[src/rtl/big_alu.sv]
// 32-bit execute-stage ALU: combinational logic/arith/shift results, plus a
// sequential 32-iteration shift-add unsigned multiplier feeding HI/LO (33-edge latency, no backpressure).
module big_alu (
    input  logic [31:0] a,
    input  logic [31:0] b,
    input  logic [5:0]  signal,
    output logic [31:0] result,
    input  logic        reset,
    input  logic        clk
);

    localparam logic [5:0] OP_SLL   = 6'd0;
    localparam logic [5:0] OP_SRL   = 6'd2;
    localparam logic [5:0] OP_MULTU = 6'd25;
    localparam logic [5:0] OP_ADD   = 6'd32;
    localparam logic [5:0] OP_SUB   = 6'd34;
    localparam logic [5:0] OP_AND   = 6'd36;
    localparam logic [5:0] OP_OR    = 6'd37;
    localparam logic [5:0] OP_SLT   = 6'd42;
    localparam logic [5:0] OP_LO    = 6'd60;
    localparam logic [5:0] OP_HI    = 6'd61;

    typedef enum logic [1:0] {
        IDLE = 2'd0,
        RUN  = 2'd1,
        DONE = 2'd2
    } state_t;

    state_t      state_q, state_d;
    logic [31:0] mcand_q, mcand_d;
    logic [63:0] prod_q,  prod_d;
    logic [4:0]  cnt_q,   cnt_d;
    logic [31:0] hi_q,    hi_d;
    logic [31:0] lo_q,    lo_d;

    logic        is_mult;
    logic [32:0] add_sum;
    logic [63:0] step_prod;

    assign is_mult = (signal == OP_MULTU);

    always_comb begin
        result = 32'd0;
        case (signal)
            OP_AND:  result = a & b;
            OP_OR:   result = a | b;
            OP_ADD:  result = a + b;
            OP_SUB:  result = a - b;
            OP_SLT:  result = {31'd0, ($signed(a) < $signed(b))};
            OP_SLL:  result = a << b[4:0];
            OP_SRL:  result = a >> b[4:0];
            OP_HI:   result = hi_q;
            OP_LO:   result = lo_q;
            default: result = 32'd0;
        endcase
    end

    always_comb begin
        state_d   = state_q;
        mcand_d   = mcand_q;
        prod_d    = prod_q;
        cnt_d     = cnt_q;
        hi_d      = hi_q;
        lo_d      = lo_q;
        // Carry out of the upper-half add is shifted back in as the new MSB.
        add_sum   = {1'b0, prod_q[63:32]} + (prod_q[0] ? {1'b0, mcand_q} : 33'd0);
        step_prod = {add_sum, prod_q[31:1]};
        case (state_q)
            IDLE: begin
                if (is_mult) begin
                    mcand_d = a;
                    prod_d  = {32'd0, b};
                    cnt_d   = 5'd0;
                    state_d = RUN;
                end
            end
            RUN: begin
                if (!is_mult) begin
                    state_d = IDLE;
                end else begin
                    prod_d = step_prod;
                    cnt_d  = cnt_q + 5'd1;
                    if (cnt_q == 5'd31) begin
                        hi_d    = step_prod[63:32];
                        lo_d    = step_prod[31:0];
                        state_d = DONE;
                    end
                end
            end
            DONE: begin
                if (!is_mult) begin
                    state_d = IDLE;
                end
            end
            default: state_d = IDLE;
        endcase
    end

    always_ff @(posedge clk) begin
        if (reset) begin
            state_q <= IDLE;
            mcand_q <= 32'd0;
            prod_q  <= 64'd0;
            cnt_q   <= 5'd0;
            hi_q    <= 32'd0;
            lo_q    <= 32'd0;
        end else begin
            state_q <= state_d;
            mcand_q <= mcand_d;
            prod_q  <= prod_d;
            cnt_q   <= cnt_d;
            hi_q    <= hi_d;
            lo_q    <= lo_d;
        end
    end

endmodule

[config.mk]
export PLATFORM = sky130hd
export DESIGN_NAME = big_alu
export DESIGN_NICKNAME = d
export VERILOG_FILES = /design/src/rtl/big_alu.sv
export SDC_FILE = /design/constraint.sdc
export NUM_CORES = 1
export LEC_CHECK = 0
export CAP_MARGIN = 20
export CORE_ASPECT_RATIO = 0.5
export CORE_MARGIN = 2
export CORE_UTILIZATION = 25
export CTS_CLUSTER_DIAMETER = 50
export CTS_CLUSTER_SIZE = 20
export DETAILED_ROUTE_END_ITERATION = 6
export DONT_BUFFER_PORTS = 1
export GPL_TIMING_DRIVEN = 1
export HOLD_SLACK_MARGIN = 0.12
export PLACE_DENSITY_LB_ADDON = 0.15
export SLEW_MARGIN = 20
export SYNTH_ARGS = -nofsm -noshare
export SYNTH_HDL_FRONTEND = slang
export SYNTH_SLANG_ARGS = --single-unit
[constraint.sdc]
create_clock -name clk -period 7.35 [get_ports clk]
set_input_delay 0.735 -clock clk [delete_from_list [all_inputs] [get_ports clk]]
set_output_delay 0.735 -clock clk [all_outputs]
set_load 0.01 [all_outputs]
== Word level (Yosys, flattened, before mapping) ==
Index checks and enable logic that the tools add are counted.

* Word-level logic and storage cells: 51
* Memories: 0
* Output and inout port bits: 32
* Bits in latches: 0
* Flip-flop bits (word level): 167
* Bits in writable memories: 0
* ROM bits: 0
* Input port bits: 72

* $lt $le $gt $ge: 1
* Div/mod/pow operators: 0
* Shift-type cells: 2
* Bitwise logic cells: 2
* Reduce and logical (&&, ||, !) cells: 7
* Equal/unequal tests: 16
* $add $sub $neg: 4
* Multiplexer cells: 13
* Multiply operators: 0

{| class="wikitable"
|+ Operators by type and width
! kind !! count
|-
| $pmux W32 S9 || 1
|-
| $mux W64 || 2
|-
| $pmux W64 S2 || 1
|-
| $eq A6 B6 Y1 const B || 7
|-
| $add A32 B32 Y33 || 1
|-
| $add A32 B32 Y32 || 1
|-
| $and A32 B32 Y32 || 1
|-
| $lt A32 B32 Y1 || 1
|-
| $mux W32 || 1
|-
| $or A32 B32 Y32 || 1
|-
| $shl A32 B5 Y32 || 1
|-
| $shr A32 B5 Y32 || 1
|-
| $sub A32 B32 Y32 || 1
|-
| $mux W5 || 2
|-
| $pmux W5 S2 || 1
|-
| $reduce_and A3 Y1 || 3
|-
| $mux W2 || 4
|-
| $eq A6 B2 Y1 const B || 1
|-
| $eq A6 B5 Y1 const B || 1
|-
| $logic_not A6 Y1 || 1
|-
| $ne A2 B2 Y1 const B || 3
|-
| $pmux W2 S3 || 1
|-
| $add A5 B1 Y5 const B || 1
|-
| $eq A5 B5 Y1 const B || 1
|-
| other kinds (6) || 6
|}

== Logic depth before layout (Yosys ltp) ==
* Word-level depth: 4
* Depth in mapped cells: 16

== Least setup slack after synthesis ==
OpenSTA, ideal clock, no wires.

* Kind: in2out
* Start: input port b[2]
* End: output port result[20]
* Stages on the path: 16
* Arrival: 4.575 ns
* Path slack: 2.040 ns
* Required time: 6.615 ns
* Cell sequence: clkbuf_1 > inv_1 > buf_1 > buf_1 > clkbuf_1 > ha_1 > nor2b_1 > o21a_1 > o311a_1 > o31a_1 > a31o_1 > or2_2 > a221o_1 > nor2_1 > a211oi_1 > o211ai_1

* Longest elaborated chain between the ends: 2
* Elaborated cells between the ends (all ways): 5

{| class="wikitable"
|+ Ends and longest elaborated chain
! item !! line !! text
|-
| from (decl) || 5 || <nowiki>input logic [31:0] b,</nowiki>
|-
| $sub A32 B32 Y32, or another cell as far along || 48 || <nowiki>OP_SUB: result = a - b;</nowiki>
|-
| $pmux W32 S9 * || 44 || <nowiki>case (signal)</nowiki>
|-
| to (decl) || 7 || <nowiki>output logic [31:0] result,</nowiki>
|}

Mark *: on every way between the ends. The rest lies on a longest branch, timed or not.

== Worst setup path in the final report ==
* Start: input port b[1]
* End: output port result[20]

The elaborated chain is that of the path after synthesis.

==> results.txt <==
status: finished, final reports clean
synthesized instance count: 2123
final worst path period need: 4990 ps
maximum clock path buffer count: 2
category of the worst setup path capture point: primary output
non-filler cells, final: 2855
launching element type of the critical path: primary input
layout cell share with drive strength beyond 1: 5.62%
IR Drop Worst-Case VDD: 0.000163 V
Post-layout nets: 2226
multiplexer fraction of the synthesized cell area: 9.52%
LEAKAGE: 6.60 nW
routability cong.: 0.982
worst-skew pair later-pin latency: 460 ps
post-detail-place hpwl: 55800 um
First-pass DRT Iterations: 6
clock root cell: clkbuf_16
worst-path cell with the longest stage delay: fa_1
Worst Path Arrival: 4250 ps
skew final: 18.1 ps
total gr overflow: 0
PwrDens: 145 nW/um2
Gates resized, CTS repair: 0
Syn-to-layout area delta: 8.18%
die width: 356 um
Synth Area in Compound Gates: 29.7%
number of nets with antenna violations after routing: 0
number of post-CTS setup repair buffers: 0
H-tree depth: 4
synthesized-area fraction occupied by adder cells: 11.2%
total clock sinks: 167
Initial Utilization: 25.4%
number of slew-limit violations in the final report: 0
die boundary height: 180 um
antenna violations before repair: 4
placeable core area: 61300 um2
detailed-route wire length: 73500 um
max cap viols: 0
commonest non-fill, non-tap cell in the layout: nand2_1
hold bufs inserted after CTS: 0
synthesized-area fraction occupied by xor and xnor cells: 1.75%
Tot GR Track Use: 22.4%
global-route wire length before repair: 107000 um
number of warning messages in the yosys log: 0
basic-gate share of the synthesized area counting and, or, nand and nor cells: 20.1%
total nets after synthesis: 2332
routed vias/inst: 5.64
slowest cell delay on critical path: 550 ps
fill cell instance count of the final layout: 6772
post-synthesis instance area: 15500 um2
Slew @ Worst Pin: 1070 ps
worst-path fanout max: 60
Hold Violations, Final: 0
portion of synthesized cell area occupied by the leading cell type: 21.5%
first-iteration detailed-routing DRC count: 1778
CTS tree: yes
maximum clock frequency: 0.200 GHz
classification of the worst setup path: in -> out
flop and latch count out of synthesis: 167
Avg Cell Area, Syn: 7.32 um2
count of unresolved DRC violations after routing: 0
via total after detailed routing: 16100
unrepaired setup endpoints after global routing: no
Slew headroom: 28.7%
area of the multi-input gates: 11300 um2
antenna cells: 0
# rows: 64
number of flops mapped to enable cells by yosys: 0
total instance count after detailed placement: 2823
Final setup viols: 0
distinct cell type count after synthesis: 73
vias in the first global route: 14800
data required time at the worst endpoint: 6610 ps
Largest delay share family, worst path: compound AO/OA/AOI/OAI gates
FF/Latch Area: 3340 um2
leading register cell type out of synthesis: dfxtp_1
average detailed-routed wire length per instance: 25.7 um
leading area contributor after synthesis: dfxtp_1
post-route clock period utilization: 67.9%
proportion of synthesized flip-flops having asynchronous set or reset: 0%
top post-synthesis cells by area: dfxtp_1, ha_1, a21oi_1, nand2_1, nor2_1
Setup TNS: 0 ps
pin count of the biggest net entering global routing: 161
dominant combinational cell family by area after synthesis: compound AO/OA/AOI/OAI gates
proportion of synthesized chip area in sequential cells: 21.5%
top library cells by usage in the layout, fill and taps aside: nand2_1, nor2_1, a21oi_1
critical-path cell list: inv_2 -> fa_1 -> nor2b_1 -> o21a_1 -> o311a_1 -> o31a_1 -> a31o_1 -> or2_2 -> a221o_1 -> nor2_1 -> a211oi_1 -> o211ai_1
Buffers on Ports: 0
clock input transition at the sequential cells of the worst setup and hold paths: 70 ps
sum of buffers and inverters on the critical path: 1
I/O pin count: 104
worst hold-check path type: in -> reg
CTS Buf Count: 17
area of the die: 64300 um2
==> layout make-up <==
class                      instances  area share, %
inverter                         108           2.41
tap                              825           6.14
timing repair buffer              21          0.938
sequential                       167           19.9
clock inverter                    12          0.834
multi-input combinational       1702           67.1
clock buffer                      20           2.72
==> logic make-up (layout without fill, tap and decap cells) <==
group	count (synthesis)	count (layout)
simple gates	719	719
fa+ha+maj	137	137
buf+inv	254	161
compound gates	709	709
mux	106	106
xor+xnor	31	31
flops	167	167
==> cells in the mapped netlist, drive strengths merged (8+ instances only) <==
cell,count
inv,108
dfxtp,167
a211oi,62
or3,15
mux4,33
a21oi,222
buf,25
a221oi,21
nand4,12
nor2,237
a21o,28
o211ai,17
o21bai,21
nand2,284
nand2b,17
nor3,41
a221o,13
o21a,11
a22o,8
xnor2,24
a222oi,22
nand3,26
mux2i,69
o21ai,136
or2,9
nor2b,9
and3,9
a22oi,33
clkbuf,121
o22ai,24
ha,134
and2,41
nor4,11
a31oi,16
==> sequential cells by signal, summed over array words and instances (netlist names) <==
register	flops
cnt_q	5
lo_q	32
prod_q	64
state_q	2
hi_q	32
mcand_q	32
==> metrics by stage <==
| stage | instance area, um2 | utilization, % | hold WS (ps) | setup WS, ps | total power [W] |
|---|---|---|---|---|---|
| final | 16800 | 27.4 | 347 | 2360 | 0.00244 |
| after global routing | 16800 | 27.4 | 321 | 2200 | 0.00254 |
| after CTS | 16800 | 27.4 | 315 | 2430 | 0.00244 |
| after detailed placement | 16200 | 26.5 | 437 | 2430 | 0.00148 |
| after global placement | 16200 | 26.5 | 434 | 2450 | 0.00149 |
| after floorplan | 15500 | - | 431 | 2040 | 0.00134 |
==> routing by layer <==
layer	global-route usage, %	wire length [um]
met1	34.9	36900
met4	3.49	795
met5	0	22
met2	31.8	30100
met3	4.01	5710
==> power by group <==
| part | total (W) | leakage, nW | switching, W | internal, W |
|---|---|---|---|---|
| sequential | 0.000910 | 1.35 | 0.00000246 | 0.000908 |
| combinational | 0.000567 | 4.96 | 0.000373 | 0.000195 |
| clock | 0.000962 | 0.296 | 0.000438 | 0.000525 |
==> path summary, 6_finish.rpt <==
check | endpoint | cells past startpoint | slack [ps] | startpoint
worst max-delay path | result[20] | 12 | 2360 | b[1]
worst min register to register | mcand_q[5]$_SDFFE_PP0P_ | 2 | 450 | mcand_q[5]$_SDFFE_PP0P_
worst min-delay path | hi_q[30]$_SDFFE_PP0P_ | 1 | 350 | reset
worst max register to register | prod_q[63]$_SDFFE_PP0P_ | 14 | 3300 | prod_q[0]$_SDFFE_PP0P_
No activity file was read; power rests on OpenSTA's default activity.
